`src/rtl/cnf_sequencer.sv`:
```
// cnf_sequencer: walks a packed literal list held in a small local memory and
// drives the serial CNF evaluator's literal and strobe inputs. After the last
// clause it samples the evaluator result and reports done/sat/err.
// Literal entry layout: [4:0] variable, [5] negate, [6] end-of-clause,
// [7] end-of-formula (an end-of-formula entry also closes its clause).
module cnf_sequencer #(
  parameter int AW = 6
) (
  input  logic          clk,
  input  logic          reset,
  input  logic          wrEn,
  input  logic [AW-1:0] wrAddr,
  input  logic [7:0]    wrData,
  input  logic          start,
  input  logic          outCNF,
  output logic [4:0]    varPos,
  output logic          negCtrl,
  output logic          enableClause,
  output logic          resetClause,
  output logic          enableCNF,
  output logic          resetCNF,
  output logic          busy,
  output logic          done,
  output logic          sat,
  output logic          err
);

  localparam logic [AW-1:0] PTR_MAX = {AW{1'b1}};

  typedef enum logic [2:0] {
    sIdle,
    sInit,
    sLit,
    sCnfEn,
    sClsRst,
    sWait,
    sDone
  } state_t;

  state_t        state;
  logic [AW-1:0] ptr;
  logic [AW-1:0] ptrInc;
  logic [7:0]    mem [2**AW];
  logic [7:0]    curEntry;
  logic [5:0]    nextLit;
  logic          curEoc;
  logic          curEof;
  logic          atEnd;

  // The entry under the pointer steers the walk; the following entry is
  // fetched so the next literal can be loaded straight into the output flops.
  assign ptrInc   = ptr + AW'(1);
  assign curEntry = mem[ptr];
  assign nextLit  = mem[ptrInc][5:0];
  assign curEof   = curEntry[7];
  assign curEoc   = curEntry[6] | curEntry[7];
  assign atEnd    = (ptr == PTR_MAX);

  // Literal memory: host writes only while idle; contents survive reset.
  always_ff @(posedge clk) begin
    if (wrEn && !busy) begin
      mem[wrAddr] <= wrData;
    end
  end

  // Sequencer FSM; every evaluator-facing output is a flop loaded with the
  // value belonging to the state being entered, so the active-low resets
  // never glitch.
  always_ff @(posedge clk or posedge reset) begin
    if (reset) begin
      state        <= sIdle;
      ptr          <= '0;
      varPos       <= '0;
      negCtrl      <= 1'b0;
      enableClause <= 1'b0;
      resetClause  <= 1'b0;
      enableCNF    <= 1'b0;
      resetCNF     <= 1'b0;
      busy         <= 1'b0;
      done         <= 1'b0;
      sat          <= 1'b0;
      err          <= 1'b0;
    end else begin
      done <= 1'b0;
      unique case (state)
        // DONE behaves like IDLE so a start seen during done runs back-to-back.
        sIdle, sDone: begin
          resetClause  <= 1'b1;
          resetCNF     <= 1'b1;
          enableClause <= 1'b0;
          enableCNF    <= 1'b0;
          state        <= sIdle;
          if (start) begin
            state       <= sInit;
            ptr         <= '0;
            resetClause <= 1'b0;
            resetCNF    <= 1'b0;
            busy        <= 1'b1;
            sat         <= 1'b0;
            err         <= 1'b0;
          end
        end
        sInit: begin
          state        <= sLit;
          varPos       <= curEntry[4:0];
          negCtrl      <= curEntry[5];
          enableClause <= 1'b1;
          resetClause  <= 1'b1;
          resetCNF     <= 1'b1;
        end
        sLit: begin
          if (curEoc || atEnd) begin
            // The last memory slot closes the clause (and the formula) even
            // without the marker bits; the pointer never wraps.
            state        <= sCnfEn;
            enableClause <= 1'b0;
            enableCNF    <= 1'b1;
            if (!curEoc) begin
              err <= 1'b1;
            end
          end else begin
            ptr     <= ptrInc;
            varPos  <= nextLit[4:0];
            negCtrl <= nextLit[5];
          end
        end
        sCnfEn: begin
          enableCNF <= 1'b0;
          if (curEof || atEnd) begin
            state <= sWait;
            if (!curEof) begin
              err <= 1'b1;
            end
          end else begin
            ptr         <= ptrInc;
            state       <= sClsRst;
            resetClause <= 1'b0;
          end
        end
        sClsRst: begin
          state        <= sLit;
          resetClause  <= 1'b1;
          enableClause <= 1'b1;
          varPos       <= curEntry[4:0];
          negCtrl      <= curEntry[5];
        end
        sWait: begin
          sat   <= outCNF;
          busy  <= 1'b0;
          done  <= 1'b1;
          state <= sDone;
        end
        default: begin
          state <= sIdle;
        end
      endcase
    end
  end

endmodule

```
`config.mk`:
```
export PLATFORM = sky130hd
export DESIGN_NAME = cnf_sequencer
export DESIGN_NICKNAME = d
export VERILOG_FILES = /design/src/rtl/cnf_sequencer.sv
export SDC_FILE = /design/constraint.sdc
export NUM_CORES = 1
export LEC_CHECK = 0
export ABC_AREA = 0
export CAP_MARGIN = 20
export CORE_MARGIN = 2
export CORE_UTILIZATION = 50
export DETAILED_ROUTE_END_ITERATION = 10
export MAX_ROUTING_LAYER = met4
export PLACE_DENSITY_LB_ADDON = 0.25
export SLEW_MARGIN = 25
export SYNTH_ARGS = -nofsm -noshare
export SYNTH_HDL_FRONTEND = slang
export SYNTH_SLANG_ARGS = --single-unit
```
`constraint.sdc`:
```
create_clock -name clk -period 6.7 [get_ports clk]
set_input_delay 0.67 -clock clk [delete_from_list [all_inputs] [get_ports clk]]
set_output_delay 0.67 -clock clk [all_outputs]
set_load 0.005 [all_outputs]
```
# ---- Word level (Yosys, flattened, before mapping)
# Memory sizes are Yosys's and may differ from the RTL's.
# Index checks and enable logic that the tools add are counted.
dict set report op_classes {
  add_sub_neg 1
  n_eq_ne 14
  mux 32
  bitwise 1
  reduce_logical 22
}
# operator count
set op_table {}
lappend op_table {{$mux 6} 3}
lappend op_table {{$pmux 6 s3} 1}
lappend op_table {{$mux 1} 16}
lappend op_table {{$pmux 3 s5} 1}
lappend op_table {{$ne 2x2->1 const B} 7}
lappend op_table {{$pmux 1 s2} 5}
lappend op_table {{$pmux 5 s2} 1}
lappend op_table {{$reduce_and 2->1} 5}
lappend op_table {{$eq 3x3->1 const B} 3}
lappend op_table {{$pmux 1 s3} 3}
lappend op_table {{$reduce_bool 3->1} 3}
lappend op_table {{$reduce_bool 2->1} 4}
lappend op_table {{$add 6x1->6 const B} 1}
lappend op_table {{$eq 3x2->1 const B} 2}
lappend op_table {{$eq 6x6->1 const B} 1}
lappend op_table {{$reduce_and 6->1} 1}
lappend op_table {{$mux 5} 1}
lappend op_table {{$reduce_and 4->1} 1}
lappend op_table {{$reduce_or 2->1} 2}
lappend op_table {{$eq 3x1->1 const B} 1}
lappend op_table {{$logic_not 3->1} 1}
lappend op_table {{$mux 3} 1}
lappend op_table {{$reduce_or 3->1} 1}
lappend op_table {{$logic_or 1x1->1} 2}
lappend op_table {{other kinds (3)} 3}
dict set report totals {
  register_bits 23
  ramBits 512
  in_bits 19
  out_inout_bits 14
  wordCells 83
  memories 1
}
# name words word_bits rd rd_ports_with_merged_regs write_ports line_no
set mem_list {}
lappend mem_list {mem 64 8 2 0 1 43} ;# logic [7:0] mem [2**AW];

# ---- Logic depth before layout (Yosys ltp)
# An unclocked memory read counts as a cell.
dict set report logic_depth {
  word_depth 5
  ltp_mapped 13
  ltp_nobuf 8
}

# ---- Worst setup path after synthesis
# Ideal clock, no wire load.
dict set report synth_path {
  path_kind {reg2reg}
  from {reg ptr[0]}
  to {reg negCtrl}
  setup_time_ps 130
  arrival_ps 2629
  required_time_ps 6570
  setup_slack_ps 3941
  path_stages_with_launch 11
  n_path_buf 3
  period_less_slack_ps 2759
  path_cell_list {dfrtp_1 > ha_1 > clkbuf_1 > clkbuf_1 > clkbuf_1 > mux4_2 > mux4_2 > nand2_1 > nand3_1 > nand4_1 > o21ai_0}
}
dict set report synth_via {
  elab_chain_cells 5
  word_cells_on_any_way 9
  classes_between {add/sub (1); eq/ne (2); mux (2); bitwise (1); reduce/logical (2); memory (1)}
}
# item line_no
set synth_lines {}
lappend synth_lines {{start, declared} 41} ;# logic [AW-1:0] ptr;
lappend synth_lines {{start signal, assigned} 122} ;# ptr <= ptrInc;
lappend synth_lines {{start signal, assigned} 135} ;# ptr <= ptrInc;
lappend synth_lines {{parallel branches: the longest is 5 deep, another holds $mem_v2 64x8} n/a}
lappend synth_lines {{end signal, assigned} 106} ;# negCtrl <= curEntry[5];
lappend synth_lines {{end signal, assigned} 124} ;# negCtrl <= nextLit[5];
lappend synth_lines {{end signal, assigned} 145} ;# negCtrl <= curEntry[5];
lappend synth_lines {{end, declared} 17} ;# output logic negCtrl,
# Several ways; the timed one is not identified. The select of a mux whose other input is x is not followed.
# A chain may end at the register's enable or synchronous reset.

# ---- Final worst setup path
dict set report layout_path {
  from {reg ptr[1]}
  to {reg varPos[1]}
}
dict set report layout_via {
  elab_chain_cells 5
  word_cells_on_any_way 9
  classes_between {add/sub (1); eq/ne (2); mux (2); bitwise (1); reduce/logical (2); memory (1)}
}
# item line_no
set layout_lines {}
lappend layout_lines {{parallel branches: the longest is 5 deep, another holds $mem_v2 64x8} n/a}
lappend layout_lines {{end signal, assigned} 105} ;# varPos <= curEntry[4:0];
lappend layout_lines {{end signal, assigned} 123} ;# varPos <= nextLit[4:0];
lappend layout_lines {{end signal, assigned} 144} ;# varPos <= curEntry[4:0];
lappend layout_lines {{end, declared} 16} ;# output logic [4:0] varPos,
# Several ways; the timed one is not identified. The select of a mux whose other input is x is not followed.

==> run summary <==
outcome -> finished, final reports clean
vias in the first global route -> 13431
register bit total from synthesis -> 535
total power -> 0.0107 W
DIE AREA -> 50600 um2
max-cap violations -> 0
Distinct cells, synth -> 63
Post-CTS Setup Bufs -> 0
Rel. slew slack -> 0.295
Post-CTS Hold Buffers -> 0
maximum vdd ir drop -> 515 uV
Total GRT Usage -> 0.289
initial drt markers -> 1911
Skew-Pair Late Insertion Delay -> 610 ps
type of origin of the critical path -> flip-flop
Clock Path Buffers -> 3
Ys Warns -> 0
slowest CP cell -> dfrtp_4
pwr/cell area -> 394 nW/um2
sequential fraction of the synthesis area -> 0.654
crit path from -> ptr[1]$_DFFE_PP0P_
r2r endpoint -> varPos[1]$_DFFE_PP0P_
Finished Core Util -> 0.564
CTS tree -> done
share of cells above drive strength 1 -> 0.262
CTS buffer count -> 54
final hold slack -> 454 ps
first-pass GRT wire length -> 99.3 mm
core area -> 47900 um2
Buffers & Inverters on Critical Path -> 1
starting density of the core -> 0.509
top-area cell type share of the netlist area -> 0.630
clk slew on worst S/H paths -> 60 ps
f_max -> 236 MHz
Worst setup endpoint -> varPos[1]$_DFFE_PP0P_
worst r2r src -> ptr[1]$_DFFE_PP0P_
WL per Instance -> 34.7 um
worst-path cell chain -> clkinv_1 > nor4_1 > nor4_1 > nor4b_1 > or4_4 > o21a_4 > mux2_1
GP Congestion -> 0.889
kind of critical path -> flip-flop to flip-flop
Post-synth EDFFs -> 512
delay-heaviest family, CP -> simple AND/OR/NAND/NOR gates
pin slew with the least headroom to its limit -> 1040 ps
Sum Neg Setup Slack -> 0 ps
drt pass-1 iters -> 6
Mapped Area -> 24400 um2
post-DP HPWL -> 44.3 mm
async set-reset flop share out of synthesis -> 0.0430
# resized after CTS -> 0
cell row count -> 80
synthesis-to-layout area growth -> 10.9%
CP Data Arrival Time -> 4730 ps
Critical Path Max Stage Delay -> 980 ps
Synth Flop Type -> edfxtp_1
Clock Skews -> 19.5 ps
largest family of logic cells by synthesized area -> multiplexers
Post-Synthesis Net Count -> 1334
Final Cycle Share -> 0.632
Remaining DRCs -> 0
total grt overflow -> 0
vias -> 13902
Leakage -> 8.30 nW
final setup violation count -> 0
Port Buffers -> 32
largest fanout on the critical path -> 39
Most common cell on crit path -> nor4_1
Synth Area in Simple Gates -> 0.0455
I/O pin count -> 33
CP endpoint kind -> flip-flop
Synth area leader -> edfxtp_1
final net count -> 1353
clk sinks -> 535
reg2reg path depth -> 7
post-route insts no fill -> 1988
antenna viol nets, final -> 0
Final min period -> 4240 ps
Vias/cell -> 6.99
Placed Instances -> 1892
complex-gate fraction of the synthesized area -> 0.0397
R2R setup slack -> 2460 ps
H-tree levels -> 2
mux cell area share after synthesis -> 0.236
most frequent cell after synthesis -> edfxtp_1
pin count of the biggest net entering global routing -> 95
Synth top cells by count -> edfxtp_1, mux4_2, nor2_1, mux2i_1, nand2_1
adder-cell area share of the yosys netlist -> 0.000513
Avg Inst Size Synth -> 18.6 um2
RSZ-0062 raised after global routing -> no
initial antenna violation count -> 0
Final Hold Violating Endpoints -> 0
Slew Limit Fails -> 0
Min-Delay Path Class -> primary input to asynchronous set/reset pin
total wire length -> 69.0 mm
CTS Root Cell -> clkbuf_16
WP data required -> 7200 ps
Post-Synth XOR/XNOR Area -> 0.00246
die width -> 225 um
critical path depth in cells -> 7
Chip Height -> 225 um
Gate Count Post-Synth -> 1314
Synth area leaders -> edfxtp_1, mux4_2, mux2i_1
stage by stage:
step	area (um2)	setup slack [ps]
finish	27100	2460
global route	27100	2450
CTS	27100	2530
detailed placement	25300	2560
global placement	25200	2570
floorplan	24400	3940
per-layer routing:
layer  vias to the layer above  wire length [um]  global-route usage  share of wire
met3                       124              6560              0.0527          0.095
met2                       809             31400               0.413           0.46
met5                         -                 0                   -              0
met4                         0              2020              0.0880          0.029
li1                       5573                 -                   -              -
met1                      7396             29000               0.430           0.42
cell families after synthesis:
| kind of cell | after synthesis |
|---|---|
| AOI/OAI and AO/OA | 138 |
| adders and majority gates | 1 |
| and+or+nand+nor | 236 |
| buffers and inverters | 104 |
| xor gates and xnor gates | 6 |
| muxes | 294 |
| DFF | 535 |
sequential cells by signal, indices dropped and copies added (netlist names):
name	cells
busy	1
done	1
enableCNF	1
enableClause	1
err	1
mem	512
negCtrl	1
ptr	6
resetCNF	1
resetClause	1
sat	1
state	3
varPos	5
final cells by class:
type / instances / area, um2
well taps: 615 / 769
clock inverters: 30 / 320
flip-flops and latches: 535 / 16000
multi-input cells: 675 / 7960
clock buffers: 65 / 1460
inverters: 10 / 37.5
fillers: 3614 / 20900
repair buffers: 57 / 553
diodes: 1 / 2.50
worst register-to-register path: cells and delay by family (launching register included):
| kind | cells | cell delay, ps |
|---|---|---|
| flip-flops | 1 | 980 |
| multiplexers | 1 | 310 |
| AO/OA/AOI/OAI | 1 | 250 |
| buffers and inverters | 1 | 900 |
| AND/OR/NAND/NOR | 4 | 1680 |
power by group:
group	total [W]	switching (W)	leakage, nW	internal, W
combinational	0.00366	0.00200	2.53	0.00166
sequential	0.00395	0.000208	4.89	0.00374
clock	0.00306	0.00126	0.876	0.00180
total	0.0107	0.00346	8.30	0.00720
worst min path at each step:
stage,from,endpoint,cells after the start
2_1_floorplan,err$_DFFE_PP0P_,err$_DFFE_PP0P_,1
3_3_place_gp,enableCNF$_DFFE_PP0P_,enableCNF$_DFFE_PP0P_,2
3_5_place_dp,enableCNF$_DFFE_PP0P_,enableCNF$_DFFE_PP0P_,2
4_1_cts,enableCNF$_DFFE_PP0P_,enableCNF$_DFFE_PP0P_,2
5_1_grt,reset,varPos[1]$_DFFE_PP0P_,2
6_report,reset,done$_DFF_PP0_,2
layout by cell type, fill, tap and decap left out, types with 9 or more instances in the layout:
cell type	instances
edfxtp_1	512
mux4_2	220
nor2_1	86
mux2i_1	61
clkbuf_16	57
nand2_1	52
nand3_1	24
clkdlybuf4s50_1	24
o21ai_0	22
a21oi_1	21
buf_4	20
dfrtp_1	19
a22oi_1	17
a31oi_1	14
clkinv_1	13
o211ai_1	13
clkinv_2	12
or3_1	11
nor3_1	9
a211oi_1	9
(Power assumes the default switching activity.)
